--- src/rtl/ex_muldiv.sv ---
// rtl/ex_muldiv.sv - iterative RV32M multiply/divide unit (shift-add multiply, restoring divide)
// One result bit per cycle; latency is fixed at XLEN+1 cycles from accept to write strobe.
module ex_muldiv #(
  parameter int XLEN = 32
) (
  input  logic            clk,
  input  logic            rst,
  input  logic            start_i,
  input  logic [2:0]      op_i,
  input  logic [XLEN-1:0] rs1_data_i,
  input  logic [XLEN-1:0] rs2_data_i,
  input  logic [4:0]      rd_addr_i,
  input  logic            flush_i,
  output logic [XLEN-1:0] rd_data_o,
  output logic [4:0]      rd_addr_o,
  output logic            rd_wr_en,
  output logic            hold_flag_o
);

  localparam int CW = $clog2(XLEN);

  typedef enum logic [1:0] {IDLE, BUSY, DONE} state_t;

  state_t              state_q, state_d;
  logic [2:0]          op_q, op_d;
  logic [4:0]          rd_q, rd_d;
  logic [XLEN-1:0]     a_q, a_d;
  logic [2*XLEN-1:0]   prod_q, prod_d;
  logic                neg_q, neg_d;
  logic                sa_q, sa_d;
  logic [CW-1:0]       cnt_q, cnt_d;

  logic                accept;
  logic                a_sgn, b_sgn, a_neg, b_neg;
  logic [XLEN-1:0]     a_mag, b_mag;
  logic [XLEN:0]       mul_sum, div_diff;
  logic [2*XLEN-1:0]   prod_s;
  logic [XLEN-1:0]     quo_mag, rem_mag, result;

  always_ff @(posedge clk) begin
    if (rst) state_q <= IDLE;
    else     state_q <= state_d;
  end

  always_comb begin
    state_d = state_q;
    case (state_q)
      IDLE:    if (start_i && !flush_i) state_d = BUSY;
      BUSY:    if (flush_i) state_d = IDLE;
               else if (cnt_q == CW'(XLEN-1)) state_d = DONE;
      DONE:    state_d = (start_i && !flush_i) ? BUSY : IDLE;
      default: state_d = IDLE;
    endcase
  end

  always_comb begin
    accept  = start_i && !flush_i && (state_q == IDLE || state_q == DONE);
    a_sgn   = (op_i == 3'b001) || (op_i == 3'b010) || (op_i == 3'b100) || (op_i == 3'b110);
    b_sgn   = (op_i == 3'b001) || (op_i == 3'b100) || (op_i == 3'b110);
    a_neg   = a_sgn && rs1_data_i[XLEN-1];
    b_neg   = b_sgn && rs2_data_i[XLEN-1];
    a_mag   = a_neg ? -rs1_data_i : rs1_data_i;
    b_mag   = b_neg ? -rs2_data_i : rs2_data_i;
    mul_sum  = {1'b0, prod_q[2*XLEN-1:XLEN]} + (prod_q[0] ? {1'b0, a_q} : {(XLEN+1){1'b0}});
    div_diff = prod_q[2*XLEN-1:XLEN-1] - {1'b0, a_q};

    op_d   = op_q;
    rd_d   = rd_q;
    a_d    = a_q;
    prod_d = prod_q;
    neg_d  = neg_q;
    sa_d   = sa_q;
    cnt_d  = cnt_q;

    if (accept) begin
      op_d  = op_i;
      rd_d  = rd_addr_i;
      sa_d  = a_neg;
      cnt_d = '0;
      if (op_i[2]) begin
        // Divide: a_q holds the divisor, prod_q is {remainder, quotient/dividend}.
        // A zero divisor must yield an all-ones quotient, so never negate it.
        a_d    = b_mag;
        prod_d = {{XLEN{1'b0}}, a_mag};
        neg_d  = (a_neg ^ b_neg) && (rs2_data_i != '0);
      end else begin
        a_d    = a_mag;
        prod_d = {{XLEN{1'b0}}, b_mag};
        neg_d  = a_neg ^ b_neg;
      end
    end else if (state_q == BUSY && !flush_i) begin
      cnt_d = cnt_q + CW'(1);
      if (op_q[2]) begin
        if (!div_diff[XLEN]) prod_d = {div_diff[XLEN-1:0], prod_q[XLEN-2:0], 1'b1};
        else                 prod_d = {prod_q[2*XLEN-2:0], 1'b0};
      end else begin
        prod_d = {mul_sum, prod_q[XLEN-1:1]};
      end
    end
  end

  always_ff @(posedge clk) begin
    if (rst) begin
      op_q   <= '0;
      rd_q   <= '0;
      a_q    <= '0;
      prod_q <= '0;
      neg_q  <= 1'b0;
      sa_q   <= 1'b0;
      cnt_q  <= '0;
    end else begin
      op_q   <= op_d;
      rd_q   <= rd_d;
      a_q    <= a_d;
      prod_q <= prod_d;
      neg_q  <= neg_d;
      sa_q   <= sa_d;
      cnt_q  <= cnt_d;
    end
  end

  always_comb begin
    prod_s  = neg_q ? -prod_q : prod_q;
    quo_mag = prod_q[XLEN-1:0];
    rem_mag = prod_q[2*XLEN-1:XLEN];
    if (op_q[2]) begin
      if (op_q[1]) result = sa_q  ? -rem_mag : rem_mag;
      else         result = neg_q ? -quo_mag : quo_mag;
    end else if (op_q[1:0] == 2'b00) begin
      result = prod_s[XLEN-1:0];
    end else begin
      result = prod_s[2*XLEN-1:XLEN];
    end

    hold_flag_o = !rst && ((state_q == IDLE && start_i && !flush_i) || state_q == BUSY);
    rd_wr_en    = !rst && !flush_i && (state_q == DONE);
    rd_data_o   = (state_q == DONE) ? result : '0;
    rd_addr_o   = (state_q == DONE) ? rd_q : 5'd0;
  end

endmodule

--- config.mk ---
export PLATFORM = sky130hd
export DESIGN_NAME = ex_muldiv
export DESIGN_NICKNAME = d
export VERILOG_FILES = /design/src/rtl/ex_muldiv.sv
export SDC_FILE = /design/constraint.sdc
export NUM_CORES = 1
export LEC_CHECK = 0
export CAP_MARGIN = 20
export CELL_PAD_IN_SITES_DETAIL_PLACEMENT = 1
export CELL_PAD_IN_SITES_GLOBAL_PLACEMENT = 2
export CORE_MARGIN = 10
export CORE_UTILIZATION = 36
export CTS_CLUSTER_SIZE = 40
export DETAILED_ROUTE_END_ITERATION = 16
export PLACE_DENSITY_LB_ADDON = 0.1
export SKIP_LAST_GASP = 1
export SLEW_MARGIN = 10
export SYNTH_ARGS = -nofsm -noshare
export SYNTH_HDL_FRONTEND = slang
export SYNTH_SLANG_ARGS = --single-unit
--- constraint.sdc ---
create_clock -name clk -period 10.5 [get_ports clk]
set_clock_uncertainty 0.2 [all_clocks]
set_input_delay 1.575 -clock clk [delete_from_list [all_inputs] [get_ports clk]]
set_output_delay 1.575 -clock clk [all_outputs]
set_load 0.01 [all_outputs]
==> key figures, run 1 <==
Run status
  – Outcome: complete, no violations

Clock network
  – Total CTS buffers: 17
  – Post-CTS Setup Inserts: 0
  – TritonCTS Sinks: approximately 110
  – H-tree lvl count: 4
  – Clock Pin Slew Worst Setup and Hold Paths: ~0.06 ns
  – CTS tree: yes
  – Root Buffer Master: clkbuf_16
  – Cts repair resizes: 0
  – CTS max path bufs: 2
  – Clk_lat worst skew: between 0.4 and 0.5 ns
  – CTS hold repair buffers: 0

Setup path
  – Startpoint Class: flop
  – Crit Reg-Reg Startpoint: prod_q[31]
  – Reg2reg setup slack: roughly 5.7 ns
  – Worst Setup EP: rd_data_o[20]
  – Worst EP required: 8.73 ns
  – Setup CP Type: flop to output port
  – Worst path slowest cell: or4_1
  – Crit. End Element: output port
  – Worst Reg-to-Reg Cells: 12
  – CP peak stage delay: ~0.66 ns
  – R2R Path End: prod_q[60]
  – Buf+Inv Stages, Crit Path: 1
  – Arr. time, crit path: ~4.6 ns
  – Worst-path maximum fanout: 13
  – Crit. Startpoint: prod_q[18]
  – Crit-path cells: or4_1 -> nor4_2 -> nand4_1 -> nor4_1 -> o22ai_1 -> xnor2_1 -> a221oi_1 -> clkdlybuf4s50_1
  – Cell depth of the worst setup path: 8
  – Worst path top cell family by delay: simple AND/OR/NAND/NOR gates

Routing
  – Drt wl/cell: 22.6 um
  – Routed met3 length: roughly 2200 um
  – Met1 wire length: 26300 um
  – # DRC: 0
  – Routed wire length: roughly 55000 um
  – Vias: roughly 14000
  – 1st-iter DRT viols: 859
  – Antenna-violating nets left: 0
  – DR pass1 iterations: 4
  – Drt via density: around 5.9
  – WL met2: between 20000 and 25000 um
  – Top sig layer: met4

Power
  – Total Power: around 1.7 mW
  – Pleak: about 5.7 nW
  – Power Density: 107 mW/mm2
  – Peak VDD IR: roughly 85 uV

Finish
  – Final net count: about 2100
  – Most frequent cells in the layout: nand2_1, nor2_1, a21oi_1
  – Most common cell after layout, fill and taps aside: nand2_1
  – Diode count: 0
  – Area Growth Syn to Fin: 15.0%
  – Share of post-route cells with drive strength above 1: under 10%

STA
  – Final setup vio count: 0
  – Number of hold violations in the final report: 0
  – Fin crit period: about 6.4 ns
  – Maximum clock rate: approximately 0.16 GHz
  – Post-route setup TNS: 0 ns
  – Relative slew slack: 36.0%
  – RSZ-0062 raised after global routing: false
  – Final slew viol count: 0
  – Crit share post-route: between 60% and 70%
  – Actual slew at the worst max-slew pin: around 0.96 ns

Yosys
  – Adder-cell share of the synthesized area: 6.83%
  – Synth Area in XOR/XNOR: about an eighth
  – Mapped Nets: roughly 2100
  – Synth Register Bits: 113
  – Post-synth EDFFs: 0
  – Ys async rst share: 0%
  – Post-Syn Area: ~0.013 mm2
  – Seq/Total Area, Yosys: 16.9%
  – YS warnings: 0
  – Synth Flop Type: dfxtp_1
  – Synth Area in Compound Gates: slightly below 30%
  – Post-synthesis cell count: 1928
  – Synth Area per Inst: 6.96 um2
  – Post-Synth Simple-Gate Area: between 20% and 30%
  – Mux cell area share after synthesis: 5.23%
  – Largest family of logic cells by synthesized area: compound AO/OA/AOI/OAI gates
  – Synth cell types: 81

Global routing
  – First-pass GRT wire length: 84300 um
  – Largest net degree at the start of global routing: 95
  – Vias in the first global route: approximately 14000
  – Grt ovf: 0
  – Initial antenna violation count: 0
  – Tot GR Track Use: around a quarter

Floorplanning
  – I/O Pins: between 100 and 150
  – Rows: 70
  – Initial Utilization: between 30 and 40%
  – Die area: between 0.04 and 0.05 mm2
  – Chip Height: approximately 210 um
  – Die width: around 210 um
  – Core Footprint: 0.0367 mm2

Flow run
  – Maxcap violations: 0

Hold path
  – Hold Path Class: flop to flop

Place
  – Count of input and output buffers: approximately 110
  – Post-DP HPWL: 43000 um
  – Final RePlAce weighted congestion: between 0.9 and 1
## state kept, by name, indices dropped and copies added, names as in the netlist
| signal | cells |
|---|---|
| a_q | 32 |
| cnt_q | 5 |
| neg_q | 1 |
| op_q | 3 |
| prod_q | 64 |
| rd_q | 5 |
| sa_q | 1 |
| state_q | 2 |
## cell usage after synthesis (all sizes together), types with 13 or more instances
| master | number | area share, % |
|---|---|---|
| xor2 | 88 | 5.7 |
| a21o | 31 | 1.7 |
| a31oi | 13 | 0.61 |
| and2 | 13 | 0.61 |
| nor4 | 18 | 0.93 |
| ha | 70 | 6.5 |
| or2 | 14 | 0.65 |
| xnor2 | 108 | 7.1 |
| nand2b | 23 | 1.1 |
| o211ai | 44 | 2.5 |
| nand3 | 31 | 1.2 |
| inv | 57 | 1.6 |
| nand2 | 244 | 6.8 |
| buf | 32 | 1.2 |
| a211oi | 19 | 1.1 |
| o31ai | 31 | 1.7 |
| a21oi | 181 | 6.8 |
| mux2i | 69 | 5.1 |
| nor2 | 183 | 5.1 |
| a22oi | 16 | 0.90 |
| nor2b | 16 | 0.75 |
| o41ai | 18 | 1.3 |
| nor3 | 37 | 1.4 |
| clkbuf | 110 | 3.1 |
| o21ai | 158 | 5.9 |
| o221ai | 18 | 1.2 |
| dfxtp | 113 | 17 |
| or3 | 22 | 1.1 |
| or4 | 18 | 1.1 |
## worst min-delay path: stages, from the launching register on
cell and delay [ns]:
dfxtp_1 0.30, nand2_1 0.05, a21oi_1 0.05
## metrics by stage
step | hold WS [ns] | std cells | instance area, um2 | utilization [%] | setup WS (ns)
after detailed placement | 0.246 | 2388 | 14800 | 40.2 | 4.56
after CTS | 0.254 | 2419 | 15400 | 41.9 | 4.09
after global placement | 0.237 | 2387 | 14700 | 40.2 | 4.36
after global routing | 0.276 | 2420 | 15400 | 42.0 | 3.78
after floorplan | 0.226 | 1928 | 13400 | - | 5.68
final | 0.253 | 2420 | 15400 | 42.0 | 4.12
## where the power goes
group          internal [mW]  switching [mW]  leakage, nW  total, mW
clock network          0.400           0.253        0.297      0.653
registers              0.449          0.0280        0.921      0.477
logic                  0.198           0.325         4.50      0.523
## metal layers
| layer | up-vias | GRT usage, % |
|---|---|---|
| li1 | 6982 | - |
| met1 | 7056 | 32.3 |
| met2 | 288 | 38.5 |
| met3 | 48 | 2.46 |
| met4 | 0 | 6.89 |
| met5 | - | 0 |
## cell families (layout without fill, tap and decap cells)
logic type,Yosys count,after routing
buffers and inverters,199,223
xor gates and xnor gates,196,196
DFF,113,113
and+or+nand+nor,662,662
AOI/OAI and AO/OA,616,616
muxes,70,70
adders and majority gates,72,72
## cell type report
class                   instances  area, um2
inverters                      57        214
flip-flops and latches        113       2260
repair buffers                135       1330
fillers                      4656      21300
well taps                     468        586
clock buffers                  17        425
multi-input cells            1616      10400
clock inverters                14        204
## how the worst min path moves through the flow
stage / startpoint / end / slack, ns / cells past startpoint
detailed placement: a_q[29] / a_q[29] / 0.25 / 2
finish: rd_q[0] / rd_q[0] / 0.25 / 2
CTS: a_q[27] / a_q[27] / 0.25 / 2
floorplan: a_q[22] / a_q[22] / 0.23 / 1
global route: rd_q[0] / rd_q[0] / 0.28 / 2
global placement: rd_q[0] / rd_q[0] / 0.24 / 2
Note: power is estimated with default switching activity, not from simulation.
==> run 2: changes to the inputs <==
- CORE_UTILIZATION: 36 -> 34
- clock period: 10.5 -> 6.6 ns (I/O delays scaled with it)
==> key figures, run 2 (synthesized netlist as in run 1, its figures left out) <==
Run status
  – Outcome: complete, no violations

Floorplanning
  – Chip Height: between 200 and 250 um
  – Die area: between 0.04 and 0.05 mm2
  – I/O Pins: 115
  – Core Footprint: 0.0388 mm2
  – Initial Utilization: 34.5%
  – Rows: a little over 70
  – Die width: roughly 220 um

Hold path
  – Hold Path Class: flop to flop
  – Hold Path End: rd_q[0]
  – Hold Crit Start: rd_q[0]
  – Hold depth: 2

Clock network
  – Post-CTS Setup Inserts: 0
  – Clk_lat worst skew: between 0.4 and 0.5 ns
  – TritonCTS Sinks: about 110
  – Total CTS buffers: 17
  – Cts repair resizes: 0
  – CTS max path bufs: 2
  – CTS tree: yes
  – Root Buffer Master: clkbuf_16
  – Clock Pin Slew Worst Setup and Hold Paths: ~0.06 ns
  – CTS hold repair buffers: 0
  – H-tree lvl count: 4

Finish
  – Diode count: 0
  – Most frequent cells in the layout: nand2_1, nor2_1, a21oi_1
  – Largest reg by FF count: prod_q
  – Final net count: about 2100
  – Fill count: approximately 4900
  – Max reg flops: between 60 and 70
  – Final design utilization: ~40%
  – Share of post-route cells with drive strength above 1: under 10%
  – Area Growth Syn to Fin: 14.6%
  – Largest registers: prod_q x64, a_q x32
  – Most common cell after layout, fill and taps aside: nand2_1

Setup path
  – Worst EP required: ~5.4 ns
  – Reg2reg setup slack: around 2.0 ns
  – Arr. time, crit path: 4.66 ns
  – Crit. End Element: output port
  – Crit Reg-Reg Startpoint: prod_q[31]
  – Worst-path maximum fanout: 11
  – Worst Reg-to-Reg Cells: 12
  – Startpoint Class: flop
  – Setup CP Type: flop to output port
  – R2R Path End: prod_q[60]

STA
  – Number of hold violations in the final report: 0
  – Actual slew at the worst max-slew pin: between 1 and 1.5 ns
  – Post-route setup TNS: 0 ns
  – Crit share post-route: 88.6%
  – Final worst setup slack: approximately 0.75 ns
  – Final slew viol count: 0
  – Maximum clock rate: 0.171 GHz
  – Relative slew slack: around 28%
  – Final setup vio count: 0
  – Fin crit period: 5.85 ns
  – RSZ-0062 raised after global routing: false
  – Hold slack: approximately 0.25 ns

Routing
  – DR pass1 iterations: 5
  – Routed wire length: approximately 56000 um
  – Drt wl/cell: about 23 um
  – # DRC: 0
  – Vias: about 14000
  – 1st-iter DRT viols: 809
  – Drt via density: ~5.8
  – Antenna-violating nets left: 0

Power
  – Pleak: around 5.7 nW
  – Peak VDD IR: 123 uV
  – Total Power: roughly 2.5 mW
  – Power Density: around 160 mW/mm2

Place
  – Post-DP HPWL: approximately 44000 um
  – Final RePlAce weighted congestion: ~0.9
  – Setup Slack @ Placement: 1.26 ns
  – Count of input and output buffers: roughly 110

Global routing
  – Vias in the first global route: around 14000
  – Initial antenna violation count: 0
  – Largest net degree at the start of global routing: 64
  – Grt ovf: 0
  – Tot GR Track Use: between 20 and 25%
  – First-pass GRT wire length: approximately 86000 um

Flow run
  – Maxcap violations: 0
## run 2: cell count changes in the layout (fill, tap and decap cells not counted), sizes merged
cell / delta
buf: +1
bufinv: -3
clkbuf: +2
clkinv: +4
clkinvlp: +2
inv: -4
## run 2: power breakdown
group / leakage (nW) / switching [mW] / internal (mW)
combinational: 4.49 / 0.517 / 0.313
sequential: 0.921 / 0.0498 / 0.715
clock: 0.255 / 0.393 / 0.516
total: 5.66 / 0.960 / 1.54
## run 2: stage by stage
step | area [um2] | std cells
2_1_floorplan | 13400 | 1928
5_1_grt | 15400 | 2472
3_5_place_dp | 14800 | 2440
4_1_cts | 15400 | 2472
6_report | 15400 | 2472
3_3_place_gp | 14800 | 2440
## run 2: final cells by class
class / count / area (um2) / share of cell area (%)
Multi-Input combinational cell: 1616 / 10400 / 67.7
Sequential cell: 113 / 2260 / 14.7
Timing Repair Buffer: 136 / 1300 / 8.43
Tap cell: 518 / 648 / 4.22
Clock buffer: 19 / 433 / 2.82
Inverter: 57 / 214 / 1.39
Clock inverter: 13 / 114 / 0.741
## run 2: critical path, cell delays in order, from the launching register on
cell and delay (ns):
dfxtp_1 0.38, or4_1 0.65, nor4_2 0.42, nand4_1 0.58, or2_2 0.55, o21ai_0 0.21
xor2_1 0.09, a221oi_1 0.65, clkdlybuf4s50_1 0.68
## run 2: per-layer routing
layer  part of all wire [%]  wire length (um)  up-vias  GRT usage (%)
met5                      0                 0        -              0
met4                    1.9              1040        0           5.60
met3                    4.5              2540       47           3.62
met2                     46             25600      293           37.3
met1                     48             26900     6922           30.7
li1                       -                 -     6987              -
## run 2: worst max-delay path by stage
stage,end,slack [ns],cells past startpoint,start
3_3_place_gp,rd_data_o[27],1.30,8,prod_q[18]
6_report,rd_data_o[27],0.75,8,prod_q[18]
4_1_cts,rd_data_o[27],0.79,8,prod_q[18]
3_5_place_dp,rd_data_o[27],1.26,8,prod_q[18]
5_1_grt,rd_data_o[27],0.52,8,prod_q[18]
2_1_floorplan,rd_data_o[28],2.36,12,prod_q[33]
==> run 3: changes to the inputs <==
==> constraint.sdc (replaced) <==
create_clock -name clk -period 6.6 [get_ports clk]
set_clock_uncertainty 0.2 [all_clocks]
set_input_delay 0.99 -clock clk [delete_from_list [all_inputs] [get_ports clk]]
set_output_delay 0.99 -clock clk [all_outputs]
set_load 0.005 [all_outputs]
==> key figures, run 3 (synthesized netlist as in run 1, its figures left out) <==
Clock network
  – H-tree lvl count: 4
  – Clock Pin Slew Worst Setup and Hold Paths: around 0.070 ns
  – Root Buffer Master: clkbuf_16
  – Clk_lat worst skew: roughly 0.43 ns
  – Total CTS buffers: 17
  – CTS tree: yes
  – CTS max path bufs: 2
  – CTS hold repair buffers: 0
  – TritonCTS Sinks: about 110
  – Cts repair resizes: 0
  – Post-CTS Setup Inserts: 0

Floorplanning
  – I/O Pins: roughly 120
  – Die width: 219 um
  – Rows: 72
  – Initial Utilization: 34.5%
  – Die area: 0.0478 mm2
  – Core Footprint: slightly below 0.04 mm2
  – Chip Height: about 220 um

Finish
  – Final net count: about 2100
  – Area Growth Syn to Fin: 14.7%
  – Fill count: 4845
  – Area of the multi-input gates: between 0.01 and 0.015 mm2
  – Design Area, Final: around 0.015 mm2
  – Diode count: 0
  – Most common cell after layout, fill and taps aside: nand2_1
  – Most frequent cells in the layout: nand2_1, nor2_1, a21oi_1
  – Largest registers: prod_q x64, a_q x32
  – Largest reg by FF count: prod_q
  – Sequential cell area: between 0.002 and 0.0025 mm2
  – Share of post-route cells with drive strength above 1: approximately 5%
  – Max reg flops: between 60 and 70

Global routing
  – Grt ovf: 0
  – Most Crowded Layer GR: met2
  – Initial antenna violation count: 1
  – First-pass GRT wire length: 86200 um
  – GRT met1 Usage: a little under a third
  – Vias in the first global route: ~14000
  – Largest net degree at the start of global routing: 64
  – Routing usage on met3: under 10%
  – Met2 Use GR: a little under two fifths
  – Tot GR Track Use: 23.0%

Setup path
  – Worst EP required: about 5.4 ns
  – Worst-path maximum fanout: 7
  – Crit. End Element: output port
  – Startpoint Class: flop
  – Arr. time, crit path: 4.28 ns
  – Setup CP Type: flop to output port

Run status
  – Outcome: complete, no violations

STA
  – Fin crit period: around 5.5 ns
  – Final slew viol count: 0
  – Final setup vio count: 0
  – Relative slew slack: around 30%
  – Final worst setup slack: about 1.1 ns
  – Number of hold violations in the final report: 0
  – Post-route setup TNS: 0 ns
  – Crit share post-route: between 80% and 90%
  – Maximum clock rate: between 0.15 and 0.2 GHz
  – RSZ-0062 raised after global routing: false
  – Actual slew at the worst max-slew pin: 1.05 ns

Routing
  – Drt via density: around 5.8
  – Antenna-violating nets left: 0
  – # DRC: 0
  – 1st-iter DRT viols: just over 900
  – DR pass1 iterations: 5
  – Routed wire length: approximately 56000 um
  – Vias: roughly 14000
  – Drt wl/cell: 22.7 um

Hold path
  – Hold Path Class: flop to flop

Flow run
  – Maxcap violations: 0

Power
  – Peak VDD IR: approximately 110 uV
  – Power Density: around 160 mW/mm2
  – Total Power: 2.52 mW
  – Pleak: between 5 and 6 nW

Place
  – Final RePlAce weighted congestion: around 0.91
  – Setup Slack @ Placement: about 1.6 ns
  – Post-DP HPWL: between 40000 and 50000 um
  – Count of input and output buffers: between 100 and 150
  – Dpl cell area: ~0.015 mm2
[run 3: final cells by class]
| cell class | count | area share [%] |
|---|---|---|
| multi-input cells | 1616 | 67.6 |
| flip-flops and latches | 113 | 14.7 |
| repair buffers | 136 | 8.42 |
| well taps | 518 | 4.21 |
| clock buffers | 18 | 2.79 |
| inverters | 57 | 1.39 |
| clock inverters | 14 | 0.870 |
[run 3: layer usage]
layer / vias to the layer above / part of all wire, %
met5: - / 0
met4: 0 / 2.2
met3: 50 / 4.9
met2: 277 / 45
met1: 6959 / 48
li1: 6974 / -
[run 3: final timing paths]
path | from | slack, ns | endpoint | cells past startpoint
max | prod_q[33] | 1.13 | rd_data_o[28] | 12
min | rd_q[2] | 0.25 | rd_q[2] | 2
max reg2reg | prod_q[31] | 2.04 | prod_q[60] | 12
min reg2reg | rd_q[2] | 0.25 | rd_q[2] | 2
[run 3: worst max-delay path, stage by stage (launching register included)]
cell	delay, ns
dfxtp_1	0.38
inv_1	0.19
ha_1	0.27
or3b_4	0.41
nand4b_4	0.20
or4_4	0.49
or3_4	0.38
or3b_1	0.41
nand2_1	0.10
xnor2_1	0.14
o221ai_2	0.13
a21oi_2	0.21
clkdlybuf4s50_1	0.54
[run 3: report_power, final]
group / leakage, nW / switching [mW] / internal [mW] / total, mW
clock network: 0.271 / 0.407 / 0.522 / 0.929
logic: 4.49 / 0.515 / 0.314 / 0.828
registers: 0.921 / 0.0515 / 0.715 / 0.766
[run 3: stage by stage]
stage | hold WS (ns) | util [%] | cells
floorplan | 0.226 | - | 1928
global route | 0.267 | 39.6 | 2472
finish | 0.252 | 39.6 | 2472
detailed placement | 0.247 | 38.2 | 2440
global placement | 0.237 | 38.2 | 2440
CTS | 0.255 | 39.6 | 2472
